<file path="config.mk">
export PLATFORM = sky130hd
export DESIGN_NAME = lzd_denorm
export DESIGN_NICKNAME = d
export VERILOG_FILES = /design/src/rtl/lzd_pkg.sv /design/src/rtl/lzd_shift_stage.sv /design/src/rtl/lzd_denorm.sv
export SDC_FILE = /design/constraint.sdc
export NUM_CORES = 1
export LEC_CHECK = 0
export BUFFER_PORTS_ARGS = -buffer_cell sky130_fd_sc_hd__buf_2
export CORE_MARGIN = 8
export CORE_UTILIZATION = 52
export DETAILED_ROUTE_END_ITERATION = 8
export MAX_ROUTING_LAYER = met4
export PLACE_DENSITY = 0.79
export SYNTH_ARGS = -nofsm -noshare
export SYNTH_HDL_FRONTEND = slang
export SYNTH_SLANG_ARGS = --single-unit
</file>
<file path="constraint.sdc">
create_clock -name clk -period 1.8 [get_ports clk]
set_input_delay 0.18 -clock clk [delete_from_list [all_inputs] [get_ports clk]]
set_output_delay 0.18 -clock clk [all_outputs]
set_load 0.05 [all_outputs]
</file>
<file path="src/rtl/lzd_pkg.sv">
// lzd_pkg: shared defaults and helpers for the leading-zero denormalizer.
//   LZD_W / LZD_SW : default mantissa width and shift-code width (W == 2**SW)
//   RND_TRUNC      : drop shifted-out bits
//   RND_RNE        : round-to-nearest-even on shifted-out bits
//   lzd_clog2      : ceil(log2(n)), used to derive the code width from W
package lzd_pkg;

   localparam int LZD_W     = 8;
   localparam int LZD_SW    = 3;
   localparam int RND_TRUNC = 0;
   localparam int RND_RNE   = 1;

   function automatic int lzd_clog2(input int n);
      int r;
      r = 0;
      while ((1 << r) < n) r++;
      return r;
   endfunction

endpackage

</file>
<file path="src/rtl/lzd_shift_stage.sv">
// lzd_shift_stage: one barrel-shifter stage, fixed logical right shift by SH when enabled.
//   i_data  [DW]  operand
//   i_en          apply the shift
//   o_data  [DW]  shifted (or passed-through) operand
//   o_drop        OR of the bits pushed out below bit 0 (0 when not enabled)
module lzd_shift_stage #(
   parameter int DW = 9,
   parameter int SH = 1
) (
   input  logic [DW-1:0] i_data,
   input  logic          i_en,
   output logic [DW-1:0] o_data,
   output logic          o_drop
);

   always_comb begin
      o_data = i_data;
      o_drop = 1'b0;
      if (i_en) begin
         o_data = i_data >> SH;
         o_drop = |i_data[SH-1:0];
      end
   end

endmodule

</file>
<file path="src/rtl/lzd_denorm.sv">
// lzd_denorm: re-inserts the leading zeros removed by the normalize path, i.e. a logical
// right shift of the mantissa by the LZ code, with sticky and optional RNE rounding.
// Two-stage pipeline with valid/ready on both sides.
//   clk, rst_n              clock, async active-low reset
//   i_in_valid/o_in_ready   input handshake
//   i_in_mant [W]           normalized mantissa
//   i_in_shift [SW]         leading-zero count to re-insert
//   i_in_zero               operand is all-zero; forces a zero result
//   o_out_valid/i_out_ready output handshake
//   o_out_data [W]          denormalized (optionally rounded) result
//   o_out_sticky            OR of every bit shifted out, guard included, before rounding
//   o_out_zero              result is the forced-zero case
module lzd_denorm
   import lzd_pkg::*;
#(
   parameter int W     = LZD_W,
   parameter int SW    = lzd_clog2(W),
   parameter int ROUND = RND_TRUNC
) (
   input  logic          clk,
   input  logic          rst_n,
   input  logic          i_in_valid,
   output logic          o_in_ready,
   input  logic [W-1:0]  i_in_mant,
   input  logic [SW-1:0] i_in_shift,
   input  logic          i_in_zero,
   output logic          o_out_valid,
   input  logic          i_out_ready,
   output logic [W-1:0]  o_out_data,
   output logic          o_out_sticky,
   output logic          o_out_zero
);

   // One extra LSB below the mantissa carries the guard bit through every stage;
   // anything falling below it is folded into the sticky OR.
   localparam int DW = W + 1;

   logic          r_s1_valid;
   logic [DW-1:0] r_s1_data;
   logic [SW-2:0] r_s1_code;
   logic          r_s1_zero;
   logic          r_s1_sticky;

   logic          r_s2_valid;
   logic [W-1:0]  r_s2_data;
   logic          r_s2_sticky;
   logic          r_s2_zero;

   logic          w_s1_go;
   logic          w_in_ready;
   logic [DW-1:0] w_s1_data;
   logic          w_s1_drop;

   assign w_s1_go    = !r_s2_valid || i_out_ready;
   assign w_in_ready = !r_s1_valid || w_s1_go;

   // Stage 1: MSB of the code, shift by W/2.
   lzd_shift_stage #(.DW(DW), .SH(W/2)) u_stage_hi (
      .i_data (i_in_mant << 1 | DW'(0)),
      .i_en   (i_in_shift[SW-1]),
      .o_data (w_s1_data),
      .o_drop (w_s1_drop)
   );

   always_ff @(posedge clk or negedge rst_n) begin
      if (!rst_n) begin
         r_s1_valid  <= 1'b0;
         r_s1_data   <= '0;
         r_s1_code   <= '0;
         r_s1_zero   <= 1'b0;
         r_s1_sticky <= 1'b0;
      end else begin
         if (w_in_ready) r_s1_valid <= i_in_valid;
         if (w_in_ready && i_in_valid) begin
            r_s1_data   <= w_s1_data;
            r_s1_code   <= i_in_shift[SW-2:0];
            r_s1_zero   <= i_in_zero;
            r_s1_sticky <= w_s1_drop;
         end
      end
   end

   // Stage 2: remaining code bits, LSB first.
   logic [DW-1:0] w_chain [SW];
   logic [SW-2:0] w_drop;

   assign w_chain[0] = r_s1_data;

   genvar k;
   generate
      for (k = 0; k < SW-1; k++) begin : g_lo
         lzd_shift_stage #(.DW(DW), .SH(1 << k)) u_stage_lo (
            .i_data (w_chain[k]),
            .i_en   (r_s1_code[k]),
            .o_data (w_chain[k+1]),
            .o_drop (w_drop[k])
         );
      end
   endgenerate

   logic [W-1:0] w_res;
   logic         w_guard;
   logic         w_stk_lo;
   logic         w_inc;
   logic [W-1:0] w_rnd;

   assign w_res    = w_chain[SW-1][DW-1:1];
   assign w_guard  = w_chain[SW-1][0];
   assign w_stk_lo = r_s1_sticky | (|w_drop);
   // Guard is only ever set for shift>=1, so the result is at most 2**(W-1)-1
   // before the increment and the add cannot carry out.
   assign w_inc    = (ROUND == RND_RNE) && w_guard && (w_stk_lo || w_res[0]);
   assign w_rnd    = w_res + {{(W-1){1'b0}}, w_inc};

   always_ff @(posedge clk or negedge rst_n) begin
      if (!rst_n) begin
         r_s2_valid  <= 1'b0;
         r_s2_data   <= '0;
         r_s2_sticky <= 1'b0;
         r_s2_zero   <= 1'b0;
      end else begin
         if (w_s1_go) r_s2_valid <= r_s1_valid;
         if (w_s1_go && r_s1_valid) begin
            r_s2_data   <= r_s1_zero ? '0 : w_rnd;
            r_s2_sticky <= r_s1_zero ? 1'b0 : (w_guard | w_stk_lo);
            r_s2_zero   <= r_s1_zero;
         end
      end
   end

   assign o_in_ready   = w_in_ready;
   assign o_out_valid  = r_s2_valid;
   assign o_out_data   = r_s2_data;
   assign o_out_sticky = r_s2_sticky;
   assign o_out_zero   = r_s2_zero;

endmodule

</file>
==> impl_metrics.env <==
export IMPL_outcome="complete, no violations"
export IMPL_overflow=0
export IMPL_critical_path_s_largest_stage_delay_ns=0.43
export IMPL_min_delay_worst_type="input pin to flip-flop"
export IMPL_clk_pin_slew_ns=0.13
export IMPL_top_level_ports=28
export IMPL_finalWirelength_microns=2474
export IMPL_final_min_period_over_clock_period_pct=84.94
export IMPL_drc_errors=0
export IMPL_synthesized_cell_area_sq_mm=0.001256
export IMPL_avgSynthCellArea_sq_um=13.36
export IMPL_postCtsSetupRepairBufs=0
export IMPL_tightest_slew_ns=0.5442
export IMPL_io_buffers=27
export IMPL_cts_htree_levels=1
export IMPL_ys_seq_area_share_pct=49.80
export IMPL_clock_skew_ns=0.004143
export IMPL_critical_path_endpoint_type="output port"
export IMPL_critPathMaxFanout=11
export IMPL_holdPathStages=2
export IMPL_post_route_cell_area_sq_mm=0.001443
export IMPL_firstDrtPassIters=4
export IMPL_post_dp_cell_area_sq_mm=0.001406
export IMPL_coreArea_sq_mm=0.002387
export IMPL_r2r_slack_ns=0.27
export IMPL_critical_path_cell_list="nand3b_1, buf_4, buf_2"
export IMPL_fillerInstances=230
export IMPL_final_layout_size_suffix_gt1_share_pct=39.34
export IMPL_hpwlAfterDp_microns=1856
export IMPL_grt_pass1_vias=888
export IMPL_number_of_antenna_violations_at_the_first_check_in_global_routing=0
export IMPL_timing_worst_setup_path_type="flip-flop to output port"
export IMPL_clk_insertion_delay_late_ns=0.31
export IMPL_timing_reg2reg_worst_path_depth=3
export IMPL_vdd_ir_drop_max_v=0.0006230
export IMPL_grt_pass1_wl_microns=4202
export IMPL_grtUsageTotal_pct=12.85
export IMPL_period_needed_ns=1.529
export IMPL_antenna_cells=0
export IMPL_number_of_buffers_on_the_longest_clock_path=2
export IMPL_timing_rr_end="o_out_data[1]$_DFFE_PN0P_"
export IMPL_synth_fp_nets=110
export IMPL_post_synth_num_cell_types=27
export IMPL_final_hold_violations=0
export IMPL_fmax_mhz=654.0
export IMPL_detailed_route_vias_per_instance=5.474
export IMPL_power_leakage_nw=0.6850
export IMPL_worst_ep_arrival_time_ns=1.35
export IMPL_final_max_slew_violation_count=0
export IMPL_placementRows=18
export IMPL_synth_ff_latch_count=25
export IMPL_tritoncts_clock_tree="built"
export IMPL_fin_util_pct=60.43
export IMPL_wire_per_inst_microns=16.28
export IMPL_slowest_stage="dfrtp_1"
export IMPL_die_width_microns=65.15
export IMPL_r2r_start="r_s1_code[0]$_DFFE_PN0P_"
export IMPL_fin_nets=139
export IMPL_number_of_cts_inserted_buffers=3
export IMPL_grt_setup_unrepaired="no"
export IMPL_finalPower_mw=1.476
export IMPL_setup_viol=0
export IMPL_maxCapViolCount=0
export IMPL_globalplace_congestion=0.8117
export IMPL_worst_setup_path_start_kind="flip-flop"
export IMPL_flow_area_growth_from_synthesis_pct=14.84
export IMPL_p_per_area_mw_per_mm2=1023
export IMPL_worst_max_slew_margin_expressed_relative_to_the_limit_pct=63.72
export IMPL_initial_standard_cell_utilization_of_the_core_pct=52.62
export IMPL_synth_warnings=0
export IMPL_vias=832
export IMPL_worst_hold_slack_after_final_layout_ns=0.08159
export IMPL_totalNegativeSetupSlack_ns=0
export IMPL_floorplan_die_area_sq_mm=0.004245
export IMPL_data_required_time_of_the_critical_path_ns=1.62
export IMPL_die_height_microns=65.15
export IMPL_hold_path_end="r_s1_code[1]$_DFFE_PN0P_"
export IMPL_grt_max_degree=26
export IMPL_holdCritStartpoint="i_in_shift[1]"
export IMPL_drt_antenna_violating_nets=0
export IMPL_clock_sinks=25
export IMPL_initial_drc_count=20
export IMPL_cts_root_buffer_cell="clkbuf_4"
export IMPL_synthesis_instances=94
cells in the mapped netlist (all sizes together):
cell	instances	share of area, %
dfrtp	25	50
mux2	15	14
mux2i	9	7.2
o2bb2ai	7	5.4
nor2b	5	2.5
a21oi	4	1.6
a31oi	4	2.0
buf	3	1.7
inv	3	0.90
mux4	3	6.0
nand2b	3	1.5
clkbuf	2	0.70
nand2	2	1.0
nand3b	2	1.2
a211o	1	0.70
a21bo	1	0.80
a221oi	1	1.2
nand4	1	0.50
nor3	1	0.40
nor3b	1	0.60
o31a	1	0.70
power by group:
| part | total [mW] | leakage (nW) | internal, mW | switching [mW] |
|---|---|---|---|---|
| Combinational | 0.493 | 0.362 | 0.193 | 0.300 |
| Clock | 0.240 | 0.0150 | 0.0864 | 0.154 |
| Sequential | 0.743 | 0.308 | 0.648 | 0.0942 |
| Total | 1.48 | 0.685 | 0.928 | 0.548 |
registers in the layout, indices dropped and copies added, names as in the netlist:
signal,flops
r_s1_data,9
r_s1_code,2
o_out_sticky,1
o_out_data,8
o_out_valid,1
r_s1_zero,1
r_s1_sticky,1
o_out_zero,1
r_s1_valid,1
repair_timing:
item                      CTS  global route
gates resized for setup     0             0
hold buffers                1             0
hold endpoints to repair   25             0
metal layers:
metal | routed length (microns) | vias to the layer above | share of wire [%] | GRT usage [%]
li1 | - | 409 | - | -
met1 | 1192 | 402 | 48 | 16.41
met2 | 1167 | 19 | 47 | 19.25
met3 | 95 | 2 | 3.8 | 2.381
met4 | 17 | 0 | 0.69 | 6.267
met5 | 0 | - | 0 | -
cell type report:
class	instances	area, sq um	share of cell area, %
timing repair buffer	29	152.6	10.58
inverter	3	11.26	0.7806
tap	30	37.54	2.602
multi-input combinational	61	589.3	40.85
clock buffer	4	26.28	1.821
sequential	25	625.6	43.37
how the worst max path moves through the flow:
| stage | cells past startpoint | end | slack, ns | startpoint |
|---|---|---|---|---|
| 6_report | 3 | o_in_ready | 0.27 | r_s1_valid$_DFFE_PN0N_ |
| 5_1_grt | 3 | o_out_data[1]$_DFFE_PN0P_ | 0.15 | r_s1_code[0]$_DFFE_PN0P_ |
| 4_1_cts | 3 | o_in_ready | 0.26 | r_s1_valid$_DFFE_PN0N_ |
| 3_5_place_dp | 3 | o_out_data[1]$_DFFE_PN0P_ | 0.28 | r_s1_code[0]$_DFFE_PN0P_ |
| 3_3_place_gp | 3 | o_out_data[0]$_DFFE_PN0P_ | 0.35 | r_s1_code[0]$_DFFE_PN0P_ |
| 2_1_floorplan | 3 | r_s1_code[0]$_DFFE_PN0P_ | 0.32 | o_out_valid$_DFFE_PN0P_ |
layout by cell type (no fill, tap or decap):
master and count:
mux4_1 2, mux2i_1 9, mux4_2 1, mux2_1 4, nor2b_1 5, nand3b_1 2, nand2b_1 3, dlygate4sd3_1 1
o31a_1 1, inv_1 3, nand4_1 1, nor3b_1 1, a21oi_1 4, dfrtp_1 25, buf_2 27, a221oi_2 1
mux2_4 1, clkbuf_1 1, o2bb2ai_1 6, buf_4 1, o2bb2ai_2 1, nand2_2 2, clkbuf_4 3, mux2_2 10
a31oi_1 4, a21bo_2 1, a211o_1 1, nor3_1 1
critical path, delay by kind of cell (launching register included):
| family | cells | cell delay, ns |
|---|---|---|
| and+or+nand+nor | 1 | 0.14 |
| DFF | 1 | 0.43 |
| buffers and inverters | 2 | 0.47 |
kinds of logic (layout without fill, tap and decap cells):
group | Yosys count | count (layout) | synth area share [%]
flops | 25 | 25 | 49.80
mux | 27 | 27 | 26.89
simple gates | 15 | 15 | 7.669
buf+inv | 8 | 36 | 3.286
compound gates | 19 | 19 | 12.35
through the flow:
| step | instances | worst slack [ns] |
|---|---|---|
| floorplan | 94 | 0.3239 |
| global placement | 147 | 0.3456 |
| detailed placement | 147 | 0.2820 |
| CTS | 152 | 0.2620 |
| global route | 152 | 0.1533 |
| finish | 152 | 0.2710 |
Power figures use the tool's default switching activity.
